[src/rtl/alu_pkg.sv]
`default_nettype none
// ============================================================================
//  Module      : alu_pkg
//  Description : Shared definitions for the execute-stage ALU with the
//                iterative multiply/divide unit. It holds the 4-bit ctrl
//                opcode encodings and the mul/div sequencer state type.
//  Revision    : 1.0 - initial release
// ============================================================================
package alu_pkg;

    // ctrl encodings: combinational operations
    localparam logic [3:0] c_op_add   = 4'b0000;
    localparam logic [3:0] c_op_sub   = 4'b0001;
    localparam logic [3:0] c_op_and   = 4'b0010;
    localparam logic [3:0] c_op_or    = 4'b0011;
    localparam logic [3:0] c_op_xor   = 4'b0100;
    localparam logic [3:0] c_op_nor   = 4'b0101;
    localparam logic [3:0] c_op_slt   = 4'b0110;
    localparam logic [3:0] c_op_sltu  = 4'b0111;
    // ctrl encodings: sequential operations, qualified by start
    localparam logic [3:0] c_op_mult  = 4'b1000;
    localparam logic [3:0] c_op_multu = 4'b1001;
    localparam logic [3:0] c_op_div   = 4'b1010;
    localparam logic [3:0] c_op_divu  = 4'b1011;
    // ctrl encodings: HI/LO access
    localparam logic [3:0] c_op_mfhi  = 4'b1100;
    localparam logic [3:0] c_op_mflo  = 4'b1101;
    localparam logic [3:0] c_op_mthi  = 4'b1110;
    localparam logic [3:0] c_op_mtlo  = 4'b1111;

    // Multiply/divide sequencer states
    typedef enum logic [0:0] {
        IDLE = 1'b0,
        RUN  = 1'b1
    } md_state_t;

endpackage : alu_pkg
`default_nettype wire

[src/rtl/muldiv_seq.sv]
`default_nettype none
// ============================================================================
//  Module      : muldiv_seq
//  Description : Iterative multiply/divide engine. Radix-2 shift-add multiply
//                and restoring divide, one bit per clock over WIDTH clocks.
//                Signed operations run on magnitudes. The sign fix-up is
//                applied combinationally to the final result, which is
//                presented on o_hi/o_lo while o_wr is high.
//  Ports       : clk, rst_n      - clock, asynchronous active-low reset
//                i_start         - accepted mul/div start (already qualified)
//                i_is_div        - 1 = divide, 0 = multiply
//                i_is_signed     - 1 = signed operands
//                i_srca, i_srcb  - dividend/multiplicand, divisor/multiplier
//                o_busy          - operation in progress
//                o_done          - one-cycle pulse after HI/LO were written
//                o_wr            - write strobe for HI/LO (last RUN cycle)
//                o_hi, o_lo      - final HI/LO values, valid while o_wr
//  Revision    : 1.0 - initial release
// ============================================================================
module muldiv_seq
    import alu_pkg::*;
#(
    parameter int WIDTH = 32
) (
    input  logic             clk,
    input  logic             rst_n,
    input  logic             i_start,
    input  logic             i_is_div,
    input  logic             i_is_signed,
    input  logic [WIDTH-1:0] i_srca,
    input  logic [WIDTH-1:0] i_srcb,
    output logic             o_busy,
    output logic             o_done,
    output logic             o_wr,
    output logic [WIDTH-1:0] o_hi,
    output logic [WIDTH-1:0] o_lo
);

    localparam int                 c_cnt_w    = $clog2(WIDTH) + 1;
    localparam logic [c_cnt_w-1:0] c_cnt_load = c_cnt_w'(WIDTH);
    localparam logic [c_cnt_w-1:0] c_cnt_one  = c_cnt_w'(1);

    md_state_t          r_state;
    md_state_t          w_state_nxt;
    logic [c_cnt_w-1:0] r_cnt;

    // r_p: partial product high half / partial remainder
    // r_q: multiplier (shifted out) / dividend (shifted out, quotient in)
    // r_m: multiplicand / divisor magnitude
    logic [WIDTH-1:0]   r_p;
    logic [WIDTH-1:0]   r_q;
    logic [WIDTH-1:0]   r_m;
    logic [WIDTH-1:0]   r_a;
    logic               r_div;
    logic               r_neg_q;
    logic               r_neg_r;
    logic               r_dz;
    logic               r_done;

    logic               w_a_neg;
    logic               w_b_neg;
    logic [WIDTH-1:0]   w_a_mag;
    logic [WIDTH-1:0]   w_b_mag;
    logic               w_wr;

    assign w_a_neg = i_is_signed & i_srca[WIDTH-1];
    assign w_b_neg = i_is_signed & i_srcb[WIDTH-1];
    assign w_a_mag = w_a_neg ? -i_srca : i_srca;
    assign w_b_mag = w_b_neg ? -i_srcb : i_srcb;

    // ------------------------------------------------------------------
    // One iteration of each algorithm, evaluated from the current state
    // ------------------------------------------------------------------
    logic [WIDTH:0]   w_sum;
    logic [WIDTH-1:0] w_mul_p;
    logic [WIDTH-1:0] w_mul_q;

    assign w_sum   = {1'b0, r_p} + (r_q[0] ? {1'b0, r_m} : '0);
    assign w_mul_p = w_sum[WIDTH:1];
    assign w_mul_q = {w_sum[0], r_q[WIDTH-1:1]};

    logic [WIDTH:0]   w_shift;
    logic             w_ge;
    logic [WIDTH-1:0] w_sub;
    logic [WIDTH-1:0] w_div_p;
    logic [WIDTH-1:0] w_div_q;

    assign w_shift = {r_p, r_q[WIDTH-1]};
    assign w_ge    = (w_shift >= {1'b0, r_m});
    // The remainder is always below the divisor, so the low WIDTH bits of
    // the modular difference are exact whenever the subtraction is taken.
    assign w_sub   = w_shift[WIDTH-1:0] - r_m;
    assign w_div_p = w_ge ? w_sub : w_shift[WIDTH-1:0];
    assign w_div_q = {r_q[WIDTH-2:0], w_ge};

    // ------------------------------------------------------------------
    // Final result with sign correction. The -2^(W-1) / -1 case needs no
    // special handling: the magnitude quotient 2^(W-1) reads back as
    // -2^(W-1) in WIDTH bits and the remainder is 0.
    // ------------------------------------------------------------------
    logic [2*WIDTH-1:0] w_prod;
    logic [2*WIDTH-1:0] w_prod_s;
    logic [WIDTH-1:0]   w_quo;
    logic [WIDTH-1:0]   w_rem;

    assign w_prod   = {w_mul_p, w_mul_q};
    assign w_prod_s = r_neg_q ? -w_prod : w_prod;
    assign w_quo    = r_neg_q ? -w_div_q : w_div_q;
    assign w_rem    = r_neg_r ? -w_div_p : w_div_p;

    assign o_hi = r_div ? (r_dz ? r_a : w_rem)     : w_prod_s[2*WIDTH-1:WIDTH];
    assign o_lo = r_div ? (r_dz ? '1  : w_quo)     : w_prod_s[WIDTH-1:0];

    // ------------------------------------------------------------------
    // FSM
    // ------------------------------------------------------------------
    assign w_wr = (r_state == RUN) && (r_cnt == c_cnt_one);

    always_ff @(posedge clk or negedge rst_n) begin
        if (!rst_n) begin
            r_state <= IDLE;
        end else begin
            r_state <= w_state_nxt;
        end
    end

    always_comb begin
        w_state_nxt = r_state;
        case (r_state)
            IDLE:    if (i_start) w_state_nxt = RUN;
            RUN:     if (r_cnt == c_cnt_one) w_state_nxt = IDLE;
            default: w_state_nxt = IDLE;
        endcase
    end

    // ------------------------------------------------------------------
    // Datapath and counter
    // ------------------------------------------------------------------
    always_ff @(posedge clk or negedge rst_n) begin
        if (!rst_n) begin
            r_cnt   <= '0;
            r_p     <= '0;
            r_q     <= '0;
            r_m     <= '0;
            r_a     <= '0;
            r_div   <= 1'b0;
            r_neg_q <= 1'b0;
            r_neg_r <= 1'b0;
            r_dz    <= 1'b0;
            r_done  <= 1'b0;
        end else begin
            r_done <= w_wr;
            if (r_state == IDLE) begin
                if (i_start) begin
                    r_cnt   <= c_cnt_load;
                    r_p     <= '0;
                    r_q     <= w_a_mag;
                    r_m     <= w_b_mag;
                    r_a     <= i_srca;
                    r_div   <= i_is_div;
                    r_neg_q <= w_a_neg ^ w_b_neg;
                    r_neg_r <= w_a_neg;
                    r_dz    <= i_is_div && (i_srcb == '0);
                end
            end else begin
                r_cnt <= r_cnt - c_cnt_one;
                r_p   <= r_div ? w_div_p : w_mul_p;
                r_q   <= r_div ? w_div_q : w_mul_q;
            end
        end
    end

    assign o_busy = (r_state == RUN);
    assign o_done = r_done;
    assign o_wr   = w_wr;

endmodule : muldiv_seq
`default_nettype wire

[src/rtl/alu_mdu.sv]
`default_nettype none
// ============================================================================
//  Module      : alu_mdu
//  Description : Execute-stage ALU with architectural HI/LO registers and an
//                iterative multiply/divide unit with a start/busy/done
//                handshake.
//  Ports       : clk, rst_n  - clock, asynchronous active-low reset
//                srcA, srcB  - operands (dividend/multiplicand, divisor/...)
//                ctrl        - 4-bit operation select
//                start       - qualifies MULT/MULTU/DIV/DIVU/MTHI/MTLO
//                aluResu     - combinational result
//                zero        - aluResu is all zeros
//                busy        - multiply/divide in progress
//                done        - one-cycle pulse after HI/LO update by mul/div
//                hi, lo      - HI/LO registers
//  Revision    : 1.0 - initial release
// ============================================================================
module alu_mdu
    import alu_pkg::*;
#(
    parameter int WIDTH = 32
) (
    input  logic             clk,
    input  logic             rst_n,
    input  logic [WIDTH-1:0] srcA,
    input  logic [WIDTH-1:0] srcB,
    input  logic [3:0]       ctrl,
    input  logic             start,
    output logic [WIDTH-1:0] aluResu,
    output logic             zero,
    output logic             busy,
    output logic             done,
    output logic [WIDTH-1:0] hi,
    output logic [WIDTH-1:0] lo
);

    logic [WIDTH-1:0] r_hi;
    logic [WIDTH-1:0] r_lo;
    logic [WIDTH-1:0] w_res;

    logic             w_accept;
    logic             w_md_start;
    logic             w_is_div;
    logic             w_is_signed;
    logic             w_mthi;
    logic             w_mtlo;
    logic             w_md_wr;
    logic [WIDTH-1:0] w_md_hi;
    logic [WIDTH-1:0] w_md_lo;

    // Any start seen while busy is dropped, MTHI/MTLO included.
    assign w_accept    = start & ~busy;
    assign w_md_start  = w_accept & ((ctrl == c_op_mult) | (ctrl == c_op_multu) |
                                     (ctrl == c_op_div)  | (ctrl == c_op_divu));
    assign w_is_div    = (ctrl == c_op_div)  | (ctrl == c_op_divu);
    assign w_is_signed = (ctrl == c_op_mult) | (ctrl == c_op_div);
    assign w_mthi      = w_accept & (ctrl == c_op_mthi);
    assign w_mtlo      = w_accept & (ctrl == c_op_mtlo);

    muldiv_seq #(
        .WIDTH (WIDTH)
    ) u_muldiv (
        .clk         (clk),
        .rst_n       (rst_n),
        .i_start     (w_md_start),
        .i_is_div    (w_is_div),
        .i_is_signed (w_is_signed),
        .i_srca      (srcA),
        .i_srcb      (srcB),
        .o_busy      (busy),
        .o_done      (done),
        .o_wr        (w_md_wr),
        .o_hi        (w_md_hi),
        .o_lo        (w_md_lo)
    );

    // HI/LO: mul/div completion and MTHI/MTLO never coincide, because the
    // latter need busy low and completion happens only while busy is high.
    always_ff @(posedge clk or negedge rst_n) begin
        if (!rst_n) begin
            r_hi <= '0;
            r_lo <= '0;
        end else if (w_md_wr) begin
            r_hi <= w_md_hi;
            r_lo <= w_md_lo;
        end else begin
            if (w_mthi) r_hi <= srcA;
            if (w_mtlo) r_lo <= srcA;
        end
    end

    assign hi = r_hi;
    assign lo = r_lo;

    // Combinational ALU
    always_comb begin
        w_res = '0;
        case (ctrl)
            c_op_add:   w_res = srcA + srcB;
            c_op_sub:   w_res = srcA - srcB;
            c_op_and:   w_res = srcA & srcB;
            c_op_or:    w_res = srcA | srcB;
            c_op_xor:   w_res = srcA ^ srcB;
            c_op_nor:   w_res = ~(srcA | srcB);
            c_op_slt:   w_res = {{(WIDTH-1){1'b0}}, ($signed(srcA) < $signed(srcB))};
            c_op_sltu:  w_res = {{(WIDTH-1){1'b0}}, (srcA < srcB)};
            c_op_mfhi:  w_res = r_hi;
            c_op_mflo:  w_res = r_lo;
            c_op_mult,
            c_op_multu,
            c_op_div,
            c_op_divu,
            c_op_mthi,
            c_op_mtlo:  w_res = '0;
            default:    w_res = '0;
        endcase
    end

    assign aluResu = w_res;
    assign zero    = (w_res == '0);

endmodule : alu_mdu
`default_nettype wire
[config.mk]
export PLATFORM = sky130hd
export DESIGN_NAME = alu_mdu
export DESIGN_NICKNAME = d
export VERILOG_FILES = /design/src/rtl/alu_pkg.sv /design/src/rtl/muldiv_seq.sv /design/src/rtl/alu_mdu.sv
export SDC_FILE = /design/constraint.sdc
export NUM_CORES = 1
export LEC_CHECK = 0
export ABC_AREA = 0
export CORE_ASPECT_RATIO = 1.1
export CORE_UTILIZATION = 50
export DETAILED_ROUTE_END_ITERATION = 10
export PLACE_DENSITY = 0.75
export RECOVER_POWER = 50
export SLEW_MARGIN = 20
export SYNTH_ARGS = -nofsm -noshare
export SYNTH_HDL_FRONTEND = slang
export SYNTH_HIERARCHICAL = 1
export SYNTH_SLANG_ARGS = --single-unit
[constraint.sdc]
create_clock -name clk -period 7.7 [get_ports clk]
set_input_delay 1.54 -clock clk [delete_from_list [all_inputs] [get_ports clk]]
set_output_delay 1.54 -clock clk [all_outputs]
set_load 0.03 [all_outputs]
==> impl_metrics.py <==
metrics = {
    "global_route": {
        "grt_max_degree": 102,
        "grtUsageTotal_pct": 37.2,
        "grt_overflow": 0,
        "grt_pass1_wl_um": 150000,
        "antenna_found_initial": 4,
        "grt_pass1_vias": 25600,
    },
    "worst_setup_path": {
        "critPathArrivalTime_ns": 6.10,
        "critPathRequiredTime_ns": 6.16,
        "reg2reg_slack_ns": 1.27,
        "reg2reg_to": "hi[30]",
        "crit_path_top_delay_cell": "clkdlybuf4s50_1",
        "criticalPathCategory": "input pin to output port",
        "end_kind": "output port",
        "reg2reg_depth": 20,
        "crit_path_max_incr_delay_ns": 0.59,
        "cp-start-kind": "input pin",
        "crit_path_frequent_cell": "or4_4",
        "r2r-start": "u_muldiv/r_p[9]",
        "cp_max_fo": 5,
        "crit_chain": "clkdlybuf4s50_1, inv_1, ha_1, or4_4, nor3_4, o211ai_2, a21oi_2, o2111ai_1, o2111a_1, o32a_1, or4_1, or4_4, nor4b_4, buf_12",
    },
    "die": {
        "ios": 170,
        "fp-row-count": 85,
        "die_w_um": 216,
        "die_y_um": 238,
        "dieArea_mm2": 0.0514,
        "core_area_mm2": 0.0493,
        "start_util_pct": 51.1,
    },
    "power": {
        "ir_worst_vdd_uv": 312,
        "power.share.clock_pct": 9.5,
        "pwr-share-comb_pct": 72.6,
        "pwr_density_cell_mw_per_mm2": 454,
        "power_switching_mw": 7.31,
        "internal_power_mw": 5.83,
        "cellLeakagePower_nw": 12.3,
        "switching_share_pct": 55.6,
        "pwr-share-seq_pct": 17.9,
    },
    "timing": {
        "rsz0062_at_grt": "false",
        "period_needed_ns": 7.64,
        "fin_skew_ns": 0.0311,
        "fmax_mhz": 131,
        "slew_headroom_pct": -309,
        "finalHoldViolations": 0,
        "maxSlewViolCount": 173,
        "finalCritPeriodShare_pct": 99.2,
        "setup_slack_ns": 0.0629,
        "worstMarginPinSlew_ns": 6.13,
        "setup_violations": 0,
    },
    "worst_hold_path": {
        "hold_path_class": "register to register",
        "whs_endpoint": "u_muldiv/r_cnt[5]",
        "holdCritStartpoint": "u_muldiv/r_cnt[5]",
        "min_path_cells": 1,
    },
    "synthesis": {
        "yosysMostFrequentCell": "nand2_1",
        "yosys.area.top_type": "dfrtp_1",
        "synth_cell_types": 117,
        "synth-main-ff-cell": "dfrtp_1",
        "ys_seq_area_share_pct": 20.2,
        "ys_ff_latch": 204,
        "netlist_top_cells_count": "nand2_1, a21oi_1, nor2_1, o21ai_0, dfrtp_1",
        "ys.warnings.count": 6,
        "synth_area_mm2": 0.0252,
        "yosysTopAreaCellShare_pct": 20.2,
        "synth_edf_count": 0,
        "synth_cells": 3450,
        "syn_nets": 3692,
        "synth_area_leaders": "dfrtp_1, ha_1, a21oi_1",
        "synthArstFlopShare_pct": 100,
        "synth.avg_cell_area_um2": 7.31,
    },
    "clock_tree": {
        "post_cts_buffers": 0,
        "clock_latency_ns": 0.56,
        "clk_path_buf_depth": 3,
        "cts.sinks": 204,
        "cts_root_buf": "clkbuf_16",
        "cts_buffers": 24,
        "cts_htree_levels": 1,
        "cts_tree": "built",
        "clkSlewWorstSetupHoldPaths_ns": 0.06,
    },
    "place": {
        "placed_area_mm2": 0.0280,
        "port_buffers": 169,
        "gp_congestion": 1.03,
        "hpwl_um": 76300,
        "place_inst": 4186,
        "pre_cts_slack_ns": -0.343,
    },
    "layout": {
        "nets": 3802,
        "drive_above_1_share_pct": 9.62,
        "area.growth.synth_to_final_pct": 14.7,
        "fin_cells": 4233,
        "design_area_mm2": 0.0289,
    },
    "job": {
        "max_cap_viol_count": 2,
    },
    "route": {
        "routed_wl_um": 98100,
        "routedWlPerCell_um": 23.2,
        "drtIter0Drc": 3331,
        "drc": 0,
        "first_pass_iters": 6,
        "vias_per_cell": 6.48,
        "vias": 27400,
        "detail-route-antenna-nets": 0,
    },
    "status": {
        "violations": "max-capacitance violations, max-slew violations",
        "status": "finished with violations",
    },
}
==> power groups by stage <==
stage / sequential [mW] / combinational (mW) / clock (mW)
after floorplan: 2.26 / 6.62 / 0
after global placement: 2.33 / 9.13 / 0
after detailed placement: 2.34 / 9.24 / 0
after CTS: 2.33 / 9.31 / 1.25
after global routing: 2.41 / 10.3 / 1.29
final: 2.36 / 9.54 / 1.24
==> per-layer routing <==
layer	part of all wire [%]	vias up	wire, um	GRT usage, %
met5	0	-	0	0
met3	8.7	271	8530	3.99
met1	40	13100	39700	48.9
li1	-	12600	-	-
met4	5.7	0	5600	19.2
met2	45	1469	44300	60.1
==> through the flow <==
stage	setup TNS, ns	util (%)	hold slack [ns]	power (mW)
after floorplan	0	-	0.422	8.88
after CTS	0	58.6	0.465	12.9
after detailed placement	-0.343	56.8	0.454	11.6
after global routing	0	58.7	0.500	14.0
final	0	58.7	0.469	13.1
after global placement	-0.284	56.8	0.443	11.5
==> worst max-delay path by stage <==
stage / slack (ns) / endpoint / startpoint / depth (start not counted)
2_1_floorplan: 0.71 / zero / srcA[0] / 14
3_3_place_gp: -0.28 / zero / srcA[0] / 18
3_5_place_dp: -0.34 / zero / srcA[0] / 18
4_1_cts: 0.01 / zero / srcA[0] / 18
5_1_grt: 0.0005 / zero / srcA[1] / 15
6_report: 0.06 / zero / srcA[11] / 14
==> flip-flops by register name, summed over array words and instances (netlist names) <==
| name | count |
|---|---|
| u_muldiv/r_neg_q | 1 |
| u_muldiv/r_m | 32 |
| u_muldiv/o_busy | 1 |
| u_muldiv/r_neg_r | 1 |
| u_muldiv/r_p | 32 |
| u_muldiv/r_q | 32 |
| hi | 32 |
| u_muldiv/r_cnt | 6 |
| lo | 32 |
| u_muldiv/r_div | 1 |
| u_muldiv/r_dz | 1 |
| u_muldiv/o_done | 1 |
| u_muldiv/r_a | 32 |
==> final cells by class <==
class / count / area [um2]
repair buffers: 336 / 2970
multi-input cells: 2809 / 18500
diodes: 4 / 10.0
fillers: 4743 / 20400
flip-flops and latches: 204 / 5110
well taps: 652 / 816
inverters: 185 / 694
clock inverters: 7 / 92.6
clock buffers: 36 / 747
==> worst max-delay path, delay by kind of cell <==
family / cells / cell delay, ns
fa+ha+maj: 1 / 0.37
compound gates: 5 / 1.14
buf+inv: 3 / 0.85
simple gates: 5 / 2.18
==> cells in the final DEF, fill, tap and decap left out, types with 19 or more instances in the layout <==
cell type          n
inv_1            177
nand2_1          362
o211ai_1          59
o21ai_0          308
xnor2_1          108
nor4_1            30
a31oi_1           29
dfrtp_1          202
nand3_1           55
dlygate4sd3_1     45
and2_1            19
a211oi_1          34
clkbuf_16         25
a21oi_1          339
clkdlybuf4s50_1  116
a21o_1            51
nand2b_1          61
nor3_1            69
nand4_1           25
buf_4            167
and3_1            24
a22oi_1           53
o31ai_1           46
nor2_1           326
mux2i_1           84
ha_1             166
or3_1             36
mux2_2            40
xor2_1           121
==> kinds of logic (layout without fill, tap and decap cells) <==
logic type,after synthesis,count (layout),synth area share [%]
fa+ha+maj,171,171,8.60
compound gates,1167,1167,29.8
xor+xnor,230,230,8.01
mux,125,125,5.21
other cells,0,4,0
simple gates,1116,1116,21.1
buf+inv,437,564,7.02
flops,204,204,20.2
==> repair_timing <==
item                       in CTS  in global routing
setup endpoints to repair       1                  1
pin swaps                       0                  8
hold buffers                    0                  0
gates resized for setup         6                 11
hold endpoints to repair        0                  0
No activity file was read; power rests on OpenSTA's default activity.
